==> src/rtl/sda_rx.sv <==
// sda_rx: receiver for the two-wire scl/sda link.
// Synchronizes scl/sda into the sclk domain and detects START, STOP and scl
// rising edges. Each NBITS-bit frame (MSB first) is delivered on data with a
// one-cycle valid pulse, mirrored as a one-hot vector on outhigh.
// Framing problems produce a one-cycle err pulse.
//
// Handshake: there is no backpressure. valid is a one-sclk strobe that marks
// the cycle in which data/outhigh take a new value. err is a one-sclk strobe
// for a discarded frame. The two strobes are never high together.
module sda_rx #(
    parameter int NBITS       = 4,
    parameter int SYNC_STAGES = 2
) (
    input  logic                  sclk,
    input  logic                  rst,
    input  logic                  scl,
    input  logic                  sda,
    output logic [NBITS-1:0]      data,
    output logic                  valid,
    output logic [2**NBITS-1:0]   outhigh,
    output logic                  err,
    output logic                  busy
);

    // The counter counts 0..NBITS+1. Its upper values mean "all data bits
    // taken" (NBITS) and "stop-setup clock seen" (NBITS+1).
    localparam int CW = $clog2(NBITS + 2);
    localparam logic [CW-1:0] CNT_FULL = CW'(NBITS);
    localparam logic [CW-1:0] CNT_MAX  = CW'(NBITS + 1);

    typedef enum logic {
        IDLE = 1'b0,
        RECV = 1'b1
    } state_t;

    logic [SYNC_STAGES-1:0] scl_sync_q;
    logic [SYNC_STAGES-1:0] sda_sync_q;
    logic                   scl_q;
    logic                   sda_q;
    logic                   scl_s;
    logic                   sda_s;

    state_t                 state_q;
    logic [CW-1:0]          cnt_q;
    logic [NBITS-1:0]       sh_q;
    logic [NBITS-1:0]       data_q;
    logic [2**NBITS-1:0]    outhigh_q;
    logic [2**NBITS-1:0]    outhigh_d;
    logic                   valid_q;
    logic                   err_q;
    logic                   busy_q;

    logic                   start_det;
    logic                   stop_det;
    logic                   rise_det;

    assign scl_s = scl_sync_q[SYNC_STAGES-1];
    assign sda_s = sda_sync_q[SYNC_STAGES-1];

    // START and STOP are sda edges while scl stays high. RISE is an scl
    // rising edge; it can never coincide with START or STOP.
    assign start_det = scl_q & scl_s & sda_q & ~sda_s;
    assign stop_det  = scl_q & scl_s & ~sda_q & sda_s;
    assign rise_det  = ~scl_q & scl_s;

    // Synchronizer chains plus one history stage for edge detection.
    always_ff @(posedge sclk or negedge rst) begin
        if (!rst) begin
            scl_sync_q <= '0;
            sda_sync_q <= '0;
            scl_q      <= 1'b0;
            sda_q      <= 1'b0;
        end else begin
            scl_sync_q <= {scl_sync_q[SYNC_STAGES-2:0], scl};
            sda_sync_q <= {sda_sync_q[SYNC_STAGES-2:0], sda};
            scl_q      <= scl_s;
            sda_q      <= sda_s;
        end
    end

    // One-hot decode of the word about to be delivered.
    always_comb begin
        outhigh_d       = '0;
        outhigh_d[sh_q] = 1'b1;
    end

    // Frame FSM with registered outputs; valid/err default low every cycle.
    always_ff @(posedge sclk or negedge rst) begin
        if (!rst) begin
            state_q   <= IDLE;
            cnt_q     <= '0;
            sh_q      <= '0;
            data_q    <= '0;
            outhigh_q <= '0;
            valid_q   <= 1'b0;
            err_q     <= 1'b0;
            busy_q    <= 1'b0;
        end else begin
            valid_q <= 1'b0;
            err_q   <= 1'b0;
            case (state_q)
                IDLE: begin
                    // A STOP without a START, or stray clocks, are ignored.
                    if (start_det) begin
                        state_q <= RECV;
                        cnt_q   <= '0;
                        sh_q    <= '0;
                        busy_q  <= 1'b1;
                    end
                end
                RECV: begin
                    if (start_det) begin
                        // Repeated start aborts the partial frame and restarts.
                        err_q <= 1'b1;
                        cnt_q <= '0;
                        sh_q  <= '0;
                    end else if (stop_det) begin
                        if (cnt_q >= CNT_FULL) begin
                            data_q    <= sh_q;
                            outhigh_q <= outhigh_d;
                            valid_q   <= 1'b1;
                        end else begin
                            err_q <= 1'b1;
                        end
                        state_q <= IDLE;
                        busy_q  <= 1'b0;
                    end else if (rise_det) begin
                        if (cnt_q == CNT_MAX) begin
                            // Too many clocks: abandon; the later STOP lands in IDLE.
                            err_q   <= 1'b1;
                            state_q <= IDLE;
                            busy_q  <= 1'b0;
                        end else begin
                            if (cnt_q < CNT_FULL) begin
                                sh_q <= {sh_q[NBITS-2:0], sda_s};
                            end
                            cnt_q <= cnt_q + 1'b1;
                        end
                    end
                end
                default: begin
                    state_q <= IDLE;
                    busy_q  <= 1'b0;
                end
            endcase
        end
    end

    assign data    = data_q;
    assign outhigh = outhigh_q;
    assign valid   = valid_q;
    assign err     = err_q;
    assign busy    = busy_q;

endmodule

==> config.mk <==
export PLATFORM = sky130hd
export DESIGN_NAME = sda_rx
export DESIGN_NICKNAME = d
export VERILOG_FILES = /design/src/rtl/sda_rx.sv
export SDC_FILE = /design/constraint.sdc
export NUM_CORES = 1
export LEC_CHECK = 0
export CAP_MARGIN = 20
export CORE_MARGIN = 5
export CORE_UTILIZATION = 35
export DETAILED_ROUTE_END_ITERATION = 10
export GPL_ROUTABILITY_DRIVEN = 0
export GPL_TIMING_DRIVEN = 0
export SLEW_MARGIN = 20
export SYNTH_ARGS = -nofsm -noshare
export SYNTH_HDL_FRONTEND = slang
export SYNTH_SLANG_ARGS = --single-unit
==> constraint.sdc <==
create_clock -name sclk -period 4.7 [get_ports sclk]
set_input_delay 0.47 -clock sclk [delete_from_list [all_inputs] [get_ports sclk]]
set_output_delay 0.47 -clock sclk [all_outputs]
set_load 0.03 [all_outputs]
# Word-level counts from Yosys, hierarchy flattened
# Index checks and enable logic that the tools add are counted.
[op_classes]
addsub = 1
multipliers = 0
div = 0
order_cmp = 4
n_eq_ne = 9
shifts = 0
mux = 37
n_bitwise = 11
reduce_logical = 5
[op_table]
columns = ["operator", "n"]
rows = [
  ["4-bit two-way mux", 6],
  ["1-bit two-way mux", 21],
  ["3-bit two-way mux", 5],
  ["3-bit by 1-bit inequality test with 1-bit output (second input constant)", 4],
  ["4-bit AND reduction", 3],
  ["4-bit one-hot mux with 2 select lines", 1],
  ["1-bit bitwise AND", 6],
  ["3-bit inequality test (second input constant)", 2],
  ["3-bit one-hot mux with 2 select lines", 1],
  ["4-bit by 5-bit less-than comparator with 1-bit output (second input constant)", 1],
  ["1-bit inverter", 5],
  ["5-bit AND reduction", 1],
  ["1-bit demux with 4-bit select", 1],
  ["4-bit by 1-bit greater-or-equal comparator with 1-bit output (second input constant)", 1],
  ["2-bit inequality test (second input constant)", 2],
  ["1-bit one-hot mux with 2 select lines", 2],
  ["3-bit by 1-bit adder with 3-bit output (second input constant)", 1],
  ["3-bit == test (second input constant)", 1],
  ["3-bit greater-or-equal comparator (second input constant)", 1],
  ["3-bit less-than comparator (second input constant)", 1],
  ["1-bit logical AND", 1],
]
[word_totals]
register_bits = 37
latchBits = 0
mem_bits_rw = 0
romBits = 0
input_bits = 4
output_inout_bits = 23
word_cells = 79
mem_count = 0

# Longest topological paths before layout
# Gate-level depths: netlist (run 1).
[depth]
ltp_word = 7
mapped_depth = 6
depth_no_buf = 6

# Worst setup path after synthesis (run 1)
# No wires, ideal clock.
[synth_path]
kind = "reg-to-reg"
from = "register sda_sync_q[1]"
to = "register sh_q[1]"
setup_time_ps = 125
arrival_ps = 1456
required_ps = 4575
setup_slack_ps = 3119
path_stages_with_launch = 6
path_buffers = 0
synth_period_minus_slack_ps = 1581
cell_sequence = "dfrtp_1 -> nand4b_1 -> ha_1 -> a21oi_1 -> nand3_2 -> mux2i_1"
[synth_between]
elab_chain_cells = 4
word_cells_on_any_way = 11
classes_between = "eq/ne: 5; mux: 2; bitwise: 3; reduce/logical: 1"
[synth_rtl]
columns = ["item", "line", "text"]
rows = [
  ["from (decl)", "37", "logic [SYNC_STAGES-1:0] sda_sync_q;"],
  ["from (signal assigned)", "75", "sda_sync_q <= {sda_sync_q[SYNC_STAGES-2:0], sda};"],
  ["1-bit inverter", "62", "assign start_det = scl_q & scl_s & sda_q & ~sda_s;"],
  ["1-bit bitwise AND", "62", ""],
  ["3-bit by 1-bit inequality test with 1-bit output (no source line), or another cell as far along", "n/a", ""],
  ["5-bit AND reduction (no source line) / 4-bit one-hot mux with 2 select lines (equally long branches)", "n/a", ""],
  ["to (signal assigned)", "135", "sh_q <= {sh_q[NBITS-2:0], sda_s};"],
  ["to (decl)", "45", "logic [NBITS-1:0] sh_q;"],
]
# Parallel ways exist; a longest one is shown, timed or not.
# A chain may end at the register's enable or synchronous reset.

# Worst setup path in the final report (run 1)
[layout_path]
from = "register sda_sync_q[1]"
to = "register outhigh_q[4] (netlist: outhigh[4])"
[layout_between]
elab_chain_cells = 4
word_cells_on_any_way = 5
classes_between = "bitwise: 4; reduce/logical: 1"
[layout_rtl]
columns = ["item", "line", "text"]
rows = [
  ["1-bit inverter", "62", ""],
  ["1-bit bitwise AND", "62", ""],
  ["1-bit inverter (no source line)", "n/a", ""],
  ["4-bit AND reduction (no source line) *", "n/a", ""],
  ["to (signal assigned)", "120", "outhigh_q <= outhigh_d;"],
  ["to (decl)", "47", "logic [2**NBITS-1:0] outhigh_q;"],
]
# Every way passes the cells marked *; elsewhere a longest branch is shown, timed or not.

==> results of run 1 <==
kinds of logic (layout without fill, tap and decap cells):
group	count (synthesis)	in the layout	synth area share (%)
simple gates	52	52	16.0
flops	37	37	59.2
compound gates	29	29	12.6
buf+inv	14	49	3.60
fa+ha+maj	6	6	4.80
mux	6	6	3.84
per-layer routing:
metal / share of wire, % / vias up / GRT usage [%]
li1: - / 560 / -
met1: 44 / 590 / 13.6
met2: 48 / 26 / 20.5
met3: 5.8 / 5 / 4.57
met4: 1.3 / 0 / 3.67
met5: 0 / - / 0
registers in the layout, indices dropped and copies added, names as in the netlist:
| name | cells |
|---|---|
| outhigh | 16 |
| busy | 1 |
| cnt_q | 3 |
| sda_q | 1 |
| state_q | 1 |
| scl_q | 1 |
| sh_q | 4 |
| data | 4 |
| valid | 1 |
| err | 1 |
| scl_sync_q | 2 |
| sda_sync_q | 2 |
worst max-delay path, cell delays in order, from the launching register on:
cell and delay, ps:
dfrtp_1 430, nand4b_1 350, ha_1 310, nand3_2 110
clkbuf_1 370, nand2_1 120, o41ai_1 80
layout by cell type (no fill, tap or decap), drive strengths merged:
cell / Yosys / final
a21oi: 2 / 2
and2: 2 / 2
and3: 1 / 1
and3b: 2 / 2
and4b: 1 / 1
buf: 1 / 3
clkbuf: 4 / 10
clkdlybuf4s50: 0 / 25
clkinv: 0 / 2
dfrtp: 37 / 37
ha: 6 / 6
inv: 9 / 9
mux2i: 6 / 6
nand2: 38 / 38
nand2b: 1 / 1
nand3: 2 / 2
nand3b: 1 / 1
nand4: 1 / 1
nand4b: 1 / 1
nor2: 1 / 1
o211ai: 1 / 1
o21ai: 10 / 10
o2bb2ai: 1 / 1
o31ai: 9 / 9
o41ai: 6 / 6
or3b: 1 / 1
final cells by class:
type                    count  area, um^2
plain buffers               5        22.5
multi-input cells          93         582
flip-flops and latches     37         926
inverters                   9        33.8
fillers                   396        2350
well taps                  52        65.1
clock buffers               6        82.6
clock inverters             2        13.8
repair buffers             27         283
metrics by stage:
step                hold slack [ps]  util (%)  worst slack, ps
finish                          117      46.1             2830
global route                    142      46.1             2610
CTS                             116      46.1             2810
detailed placement              341      43.9             2820
global placement                337      43.4             2410
floorplan                       174         -             3120
worst max-delay path by stage:
stage,startpoint,to,cells past startpoint,slack (ps)
floorplan,sda_sync_q[1]$_DFF_PN0_,sh_q[1]$_DFFE_PN0P_,5,3120
global route,sda_sync_q[1]$_DFF_PN0_,outhigh[4]$_DFFE_PN0P_,6,2610
global placement,rst,busy$_DFFE_PN0P_,1,2410
finish,sda_sync_q[1]$_DFF_PN0_,outhigh[4]$_DFFE_PN0P_,6,2830
CTS,sda_sync_q[1]$_DFF_PN0_,outhigh[8]$_DFFE_PN0P_,6,2810
detailed placement,sda_sync_q[1]$_DFF_PN0_,outhigh[8]$_DFFE_PN0P_,6,2820
where the power goes:
part,leakage (nW),switching (mW),internal (mW)
clock,0.0512,0.108,0.119
combinational,0.365,0.111,0.0635
sequential,0.492,0.0490,0.352
==> impl_results.md, run 1 <==
- Outcome: finished clean
- Post-synth EDFFs: 0
- DRT Pass-1 Iters: 4
- Net Count, Synth: around 150
- Peak supply drop: roughly 0.26 mV
- Mean Syn Cell Area: roughly 11 um^2
- Global-route wire length before repair: 5.70 mm
- Synth cell count leaders: nand2_1 (38), dfrtp_1 (37), inv_1 (9), o21ai_0 (9), o31ai_1 (9)
- TritonCTS clock tree: built
- Reg clk slew, reported paths: ~70 ps
- Rows: 24
- Grt ovf: 0
- Port Buf Inserts: 26
- H-tree depth: 2
- Largest net degree at the start of global routing: 21
- RSZ-0062 raised after global routing: no
- Initial antenna violation count: 0
- GRT Overall Usage: between 10% and 20%
- WL/cell: around 14 um
- Reg2reg end: outhigh[4]$_DFFE_PN0P_
- Fin. Hold Viols: 0
- Count leader, synth: nand2_1
- Vias in the first global route: about 1200
- Max clock buf depth: 2
- # IOs: 27
- Worst-margin pin slew: around 440 ps
- Post-synth top area share: about three fifths
- Area delta synth->final: 28.4%
- CP Capture Type: register
- Layout cell share with drive strength beyond 1: 7.82%
- Die width: about 77 um
- Reg-to-reg slack, setup: 2830 ps
- N_diodes: 0
- Type of the worst setup path: reg -> reg
- Startpoint Class: register
- Min cycle time layout: ~1900 ps
- Post-CTS Setup Bufs: 0
- Final setup viols: 0
- YS warnings: 0
- Final HPWL DP: approximately 2.5 mm
- Post-Route WL: 3.22 mm
- CTS-repair resized insts: 0
- Clock Latency Late Sink: 290 ps
- CORE AREA: ~4400 um^2
- Final non-filler cell total: ~230
- CP arrival: 2050 ps
- Max Cap Violations: 0
- Worst reg2reg path depth: 6
- Final instance area: 2010 um^2
- Synth area leader: dfrtp_1
- DRC: 0
- DRT antenna net count: 0
- Synth unique cells: 25
- PD cells: approximately 400 nW/um^2
- Vias: 1181
- Pleak: around 0.91 nW
- Clk_skew: a little over 8 ps
- Final worst-path cycle share: between 30% and 40%
- Root Buffer: clkbuf_8
- Post-route setup TNS: 0 ps
- Max-Slew Margin vs Limit: a little over two thirds
- Maximum fanout along the worst path: 10
- Post-Place Cells: ~220
- Cell Area, Placed: approximately 1900 um^2
- Slew Viols, Final: 0
- Worst min path class: in -> async
- R2r startpoint: sda_sync_q[1]$_DFF_PN0_
- Yosys reg bits: 37
- Area contributors post-synth: dfrtp_1 (59%), nand2_1 (9.1%), ha_1 (4.8%), o31ai_1 (4.3%), mux2i_1 (3.8%)
- Layout Nets: approximately 190
- Vert. Die Dim: 76.8 um
- Clk sinks: 37
- Synthesized area: 1560 um^2
- Async S/R FF share, synth: 100%
- Main flop type after synthesis: dfrtp_1
- Mapped Cells: 144
- Highest Clock Rate: 534 MHz
- Initial DRC count: between 80 and 90
- Sequential element share of the synthesized area: between 50 and 60%
- Final Power: between 0.8 and 0.9 mW
- Worst path required time: about 5000 ps
- Starting Density: 35.9%
- CTS Buf Count: 5
- Die area: ~5900 um^2
- Vias/cell: approximately 5.1
- Cts hold-fix bufs: 0
Note: power is estimated with default switching activity, not from simulation.
==> run 2: changes to the inputs <==
- clock period: 4.7 -> 1.7 ns (I/O delays scaled with it)
==> impl_results.md, run 2 (synthesis results as in run 1) <==
- Worst min path class: in -> reg (was in -> async)
- CTS Buf Count: 5 (unchanged)
- Final worst-path cycle share: 94.9% (was 39.8%)
- Clk sinks: 37 (unchanged)
- Worst-margin pin slew: 448 ps (was 443 ps)
- TritonCTS clock tree: built (unchanged)
- Global-route wire length before repair: 5.75 mm (was 5.70 mm)
- Fillers: 385 (was 396)
- Largest net degree at the start of global routing: 21 (unchanged)
- Final HPWL DP: 2.47 mm (unchanged)
- CP arrival: 1790 ps (was 2050 ps)
- Reg-to-reg slack, setup: 90 ps (was 2830 ps)
- Port Buf Inserts: 26 (unchanged)
- Post-Place Cells: 223 (unchanged)
- Vias/cell: 5.10 (was 5.11)
- Slew Viols, Final: 0 (unchanged)
- Clock share of power: 27.9% (was 28.3%)
- N_diodes: 0 (unchanged)
- Pleak: 0.939 nW (was 0.907 nW)
- Vias in the first global route: 1242 (was 1233)
- Psw: 0.771 mW (was 0.268 mW)
- DRT Pass-1 Iters: 4 (unchanged)
- Sequential share of power: 48.6% (was 50.0%)
- Sw Share: 33.9% (was 33.4%)
- Max reg flops: 16 (unchanged)
- Cell Area, Placed: 1910 um^2 (unchanged)
- Grt ovf: 0 (unchanged)
- DRT antenna net count: 0 (unchanged)
- # IOs: 27 (unchanged)
- Max Cap Violations: 0 (unchanged)
- CORE AREA: 4350 um^2 (unchanged)
- Starting Density: 35.9% (unchanged)
- Clock Latency Late Sink: 290 ps (about the same)
- Multi-input logic area: 622 um^2 (was 582 um^2)
- Area delta synth->final: 33.8% (was 28.4%)
- Layout Nets: 193 (was 188)
- Initial DRC count: 85 (was 81)
- Initial antenna violation count: 0 (unchanged)
- Final instance area: 2090 um^2 (was 2010 um^2)
- Die area: 5910 um^2 (unchanged)
- DRC: 0 (unchanged)
- Type of the worst setup path: reg -> reg (unchanged)
- Vert. Die Dim: 76.8 um (unchanged)
- Register area: 927 um^2 (was 926 um^2)
- Worst path required time: 1880 ps (was 4880 ps)
- Startpoint Class: register (unchanged)
- Power Internal: 1.50 mW (was 0.534 mW)
- Max-Slew Margin vs Limit: 70.1% (was 70.4%)
- Most frequent cells in the layout: nand2_1 (37), dfrtp_1 (36), clkdlybuf4s50_1 (25) (was nand2_1 (38), dfrtp_1 (37), clkdlybuf4s50_1 (25))
- Highest Clock Rate: 620 MHz (was 534 MHz)
- Final Power: 2.28 mW (was 0.802 mW)
- Outcome: finished clean (unchanged)
- PD cells: 1090 nW/um^2 (was 400 nW/um^2)
- Final setup viols: 0 (unchanged)
- Post-Route WL: 3.28 mm (was 3.22 mm)
- Reg clk slew, reported paths: 80 ps (was 70 ps)
- Die width: 76.8 um (unchanged)
- Min cycle time layout: 1610 ps (was 1870 ps)
- Fin. Hold Viols: 0 (unchanged)
- Final non-filler cell total: 236 (was 231)
- Clk_skew: 8.92 ps (was 8.15 ps)
- Place WS: -176 ps (was 2820 ps)
- Post-route setup slack: 87.0 ps (was 2830 ps)
- GRT Overall Usage: 12.0% (was 11.9%)
- Vias: 1203 (was 1181)
- Commonest non-fill, non-tap cell in the layout: nand2_1 (unchanged)
- WL/cell: 13.9 um (about the same)
- Root Buffer: clkbuf_8 (unchanged)
- Logic gate share of total power: 23.4% (was 21.7%)
- Rows: 24 (unchanged)
- RSZ-0062 raised after global routing: yes (was no)
- CP Capture Type: register (unchanged)
- Peak supply drop: 0.737 mV (was 0.264 mV)
- Layout cell share with drive strength beyond 1: 14.7% (was 7.82%)
- H-tree depth: 2 (unchanged)
- Max clock buf depth: 2 (unchanged)
- Maximum fanout along the worst path: 10 (unchanged)
run 2: changes by cell type in the layout (fill, tap and decap cells not counted), sizes merged:
cell | previous run | this run
buf | 3 | 7
dlygate4sd3 | 0 | 1
run 2: stage by stage:
step           TNS, ps  hold slack, ps  utilization (%)
2_1_floorplan        0            -126                -
3_3_place_gp    -12450             337             43.4
3_5_place_dp     -3220             138             43.9
4_1_cts              0             309             47.0
5_1_grt           -116             311             48.1
6_report             0             320             48.1
run 2: final cells by class:
class / count / area share, %
plain buffers: 5 / 1.26
clock buffers: 6 / 3.95
clock inverters: 2 / 0.658
inverters: 9 / 1.61
multi-input cells: 93 / 29.7
flip-flops and latches: 37 / 44.3
well taps: 52 / 3.11
repair buffers: 32 / 15.4
run 2: path summary, 6_finish.rpt:
check                                        startpoint                 endpoint  depth (start not counted)
worst max register to register          sda_q$_DFF_PN0_   outhigh[8]$_DFFE_PN0P_                          5
min in group asynchronous                           rst   outhigh[1]$_DFFE_PN0P_                          2
max in group asynchronous                           rst     cnt_q[0]$_DFFE_PN0P_                          3
worst max-delay path                    sda_q$_DFF_PN0_   outhigh[8]$_DFFE_PN0P_                          5
worst min-delay path                                scl  scl_sync_q[0]$_DFF_PN0_                          1
worst min register to register  scl_sync_q[0]$_DFF_PN0_  scl_sync_q[1]$_DFF_PN0_                          0
run 2: critical path, cell delays in order, from the launching register on:
cell and delay (ps):
dfrtp_1 430, nand4b_1 180, ha_2 250, nand3_2 120, buf_4 200, o41ai_1 340
run 2: power groups by stage:
stage                     sequential (mW)  combinational [mW]  clock, mW
final                                1.11               0.534      0.635
after global routing                 1.12               0.599      0.685
after CTS                            1.10               0.501      0.652
after detailed placement             1.12               0.487          0
after global placement               1.11               0.460          0
after floorplan                      1.12               0.301          0
run 2: per-layer routing:
| metal | global-route usage, % | vias up | wire (um) |
|---|---|---|---|
| li1 | - | 575 | - |
| met4 | 3.67 | 0 | 38 |
| met1 | 13.9 | 591 | 1440 |
| met5 | 0 | - | 0 |
| met2 | 20.5 | 32 | 1600 |
| met3 | 4.57 | 5 | 197 |
run 2: what timing repair did:
action / in CTS / in global routing
buffers inserted: 3 / 1
endpoints found under the setup margin: 27 / 23
hold buffers: 1 / 0
gates resized for setup: 3 / 10
endpoints found under the hold margin: 17 / 0
pin swaps: 1 / 1
==> run 3: changes to the inputs <==
- CTS_BUF_LIST: not set -> sky130_fd_sc_hd__clkbuf_8 sky130_fd_sc_hd__clkbuf_16
- CTS_CLUSTER_DIAMETER: not set -> 150
- SLEW_MARGIN: 20 -> 5
==> impl_results.md, run 3 (synthesis results as in run 1) <==
- Outcome: finished clean (unchanged)
- Fillers: 388 (was 385)
- Final setup viols: 0 (unchanged)
- Initial DRC count: 109 (was 85)
- Vias in the first global route: 1258 (was 1242)
- Global-route wire length before repair: 5.91 mm (was 5.75 mm)
- Hold depth: 1 (unchanged)
- Sequential share of power: 46.1% (was 48.6%)
- Die area: 5910 um^2 (unchanged)
- Final Util: 48.7% (was 48.1%)
- Most frequent cells in the layout: nand2_1 (37), dfrtp_1 (36), clkdlybuf4s50_1 (25) (unchanged)
- CORE AREA: 4350 um^2 (unchanged)
- Largest net degree at the start of global routing: 38 (was 21)
- Highest Clock Rate: 614 MHz (was 620 MHz)
- Layout Nets: 193 (unchanged)
- Cell Area, Placed: 1880 um^2 (was 1910 um^2)
- Peak supply drop: 0.655 mV (was 0.737 mV)
- Hold_sp: scl (unchanged)
- R2r startpoint: sda_sync_q[1]$_DFF_PN0_ (was sda_q$_DFF_PN0_)
- Root Buffer: clkbuf_8 (unchanged)
- Initial antenna violation count: 0 (unchanged)
- Layout cell share with drive strength beyond 1: 17.4% (was 14.7%)
- GRT Overall Usage: 12.3% (was 12.0%)
- Maximum fanout along the worst path: 5 (was 10)
- Vias/cell: 5.00 (was 5.10)
- Hold path endpoint: scl_sync_q[0]$_DFF_PN0_ (unchanged)
- Worst-margin pin slew: 815 ps (was 448 ps)
- Logic gate share of total power: 21.3% (was 23.4%)
- Post-Route WL: 3.45 mm (was 3.28 mm)
- Clk sinks: 37 (unchanged)
- Clock Latency Late Sink: 290 ps (about the same)
- Type of the worst setup path: reg -> reg (unchanged)
- Max reg flops: 16 (unchanged)
- Die width: 76.8 um (unchanged)
- Area delta synth->final: 35.5% (was 33.8%)
- CP arrival: 1800 ps (was 1790 ps)
- Reg-to-reg slack, setup: 70 ps (was 90 ps)
- Clock share of power: 32.6% (was 27.9%)
- Psw: 0.806 mW (was 0.771 mW)
- RSZ-0062 raised after global routing: yes (unchanged)
- Commonest non-fill, non-tap cell in the layout: nand2_1 (unchanged)
- Startpoint Class: register (unchanged)
- Power Internal: 1.64 mW (was 1.50 mW)
- Pleak: 0.967 nW (was 0.939 nW)
- TritonCTS clock tree: built (unchanged)
- Reg2reg end: sh_q[1]$_DFFE_PN0P_ (was outhigh[8]$_DFFE_PN0P_)
- WHS: 319 ps (was 320 ps)
- H-tree depth: 2 (unchanged)
- Sw Share: 33.0% (was 33.9%)
- CTS Buf Count: 5 (unchanged)
- Slew Viols, Final: 0 (unchanged)
- Vias: 1181 (was 1203)
- DRT antenna net count: 0 (unchanged)
- Reg clk slew, reported paths: 70 ps (was 80 ps)
- Rows: 24 (unchanged)
- Vert. Die Dim: 76.8 um (unchanged)
- Final HPWL DP: 2.43 mm (was 2.47 mm)
- Min cycle time layout: 1630 ps (was 1610 ps)
- Max Cap Violations: 0 (unchanged)
- Port Buf Inserts: 26 (unchanged)
- Max-Slew Margin vs Limit: 45.7% (was 70.1%)
- Final instance area: 2120 um^2 (was 2090 um^2)
- Final worst-path cycle share: 95.8% (was 94.9%)
- Worst reg2reg path depth: 6 (was 5)
- Max clock buf depth: 2 (unchanged)
- PD cells: 1150 nW/um^2 (was 1090 nW/um^2)
- DRC: 0 (unchanged)
- WL/cell: 14.6 um (was 13.9 um)
- Grt ovf: 0 (unchanged)
- DRT Pass-1 Iters: 4 (unchanged)
- Worst path required time: 1870 ps (was 1880 ps)
- Final Power: 2.44 mW (was 2.28 mW)
- # IOs: 27 (unchanged)
- CP Capture Type: register (unchanged)
- N_diodes: 0 (unchanged)
- Fin. Hold Viols: 0 (unchanged)
- Starting Density: 35.9% (unchanged)
- Worst min path class: in -> reg (unchanged)
- Clk_skew: 9.13 ps (was 8.92 ps)
## run 3: worst max-delay path by stage
stage | from | endpoint | slack [ps] | depth (start not counted)
floorplan | sda_sync_q[1]$_DFF_PN0_ | sh_q[1]$_DFFE_PN0P_ | 120 | 5
global placement | rst | state_q$_DFF_PN0_ | -290 | 1
detailed placement | sda_sync_q[1]$_DFF_PN0_ | outhigh[8]$_DFFE_PN0P_ | -170 | 6
CTS | sda_sync_q[1]$_DFF_PN0_ | data[0]$_DFFE_PN0P_ | 6 | 5
global route | sda_sync_q[1]$_DFF_PN0_ | sh_q[2]$_DFFE_PN0P_ | -20 | 6
finish | sda_sync_q[1]$_DFF_PN0_ | sh_q[1]$_DFFE_PN0P_ | 70 | 6
## run 3: metal layers
metal	vias to the layer above	global-route usage [%]	share of wire [%]	routed length, um
met2	29	20.5	51	1750
met5	-	0	0	0
met3	2	4.57	6.0	208
met1	580	14.5	43	1480
met4	0	4.20	0.29	10
li1	570	-	-	-
## run 3: layout make-up
type	instances	area [um^2]	area share (%)
timing repair buffer	32	303	14.3
clock buffer	6	82.6	3.90
clock inverter	2	37.5	1.77
tap	52	65.1	3.07
buffer	5	26.3	1.24
inverter	9	33.8	1.59
multi-input combinational	93	644	30.4
sequential	37	927	43.7
## run 3: stage by stage
step	std cells	setup WS, ps	TNS, ps
floorplan	144	119	0
global placement	222	-288	-12450
detailed placement	222	-174	-3060
CTS	233	6.29	0
global route	236	-24.0	-34.4
finish	236	70.6	0
## run 3: power by group through the flow
stage	logic [mW]	clock network [mW]	registers, mW
2_1_floorplan	0.301	0	1.12
3_3_place_gp	0.460	0	1.11
3_5_place_dp	0.483	0	1.12
4_1_cts	0.497	0.809	1.10
5_1_grt	0.590	0.859	1.14
6_report	0.521	0.797	1.13
## run 3: critical path, cell delays in order, from the launching register on
cell	delay [ps]
dfrtp_2	440
nand4b_1	270
buf_4	200
ha_1	200
o21ai_2	120
nand3_4	140
mux2i_1	140
## run 3: what timing repair did
item                                    in CTS  in global routing
pin swaps                                    1                  1
gates resized for setup                      4                 12
hold endpoints to repair                    37                  0
endpoints found under the setup margin      27                 27
hold buffers                                 1                  0
buffers inserted                             2                  3
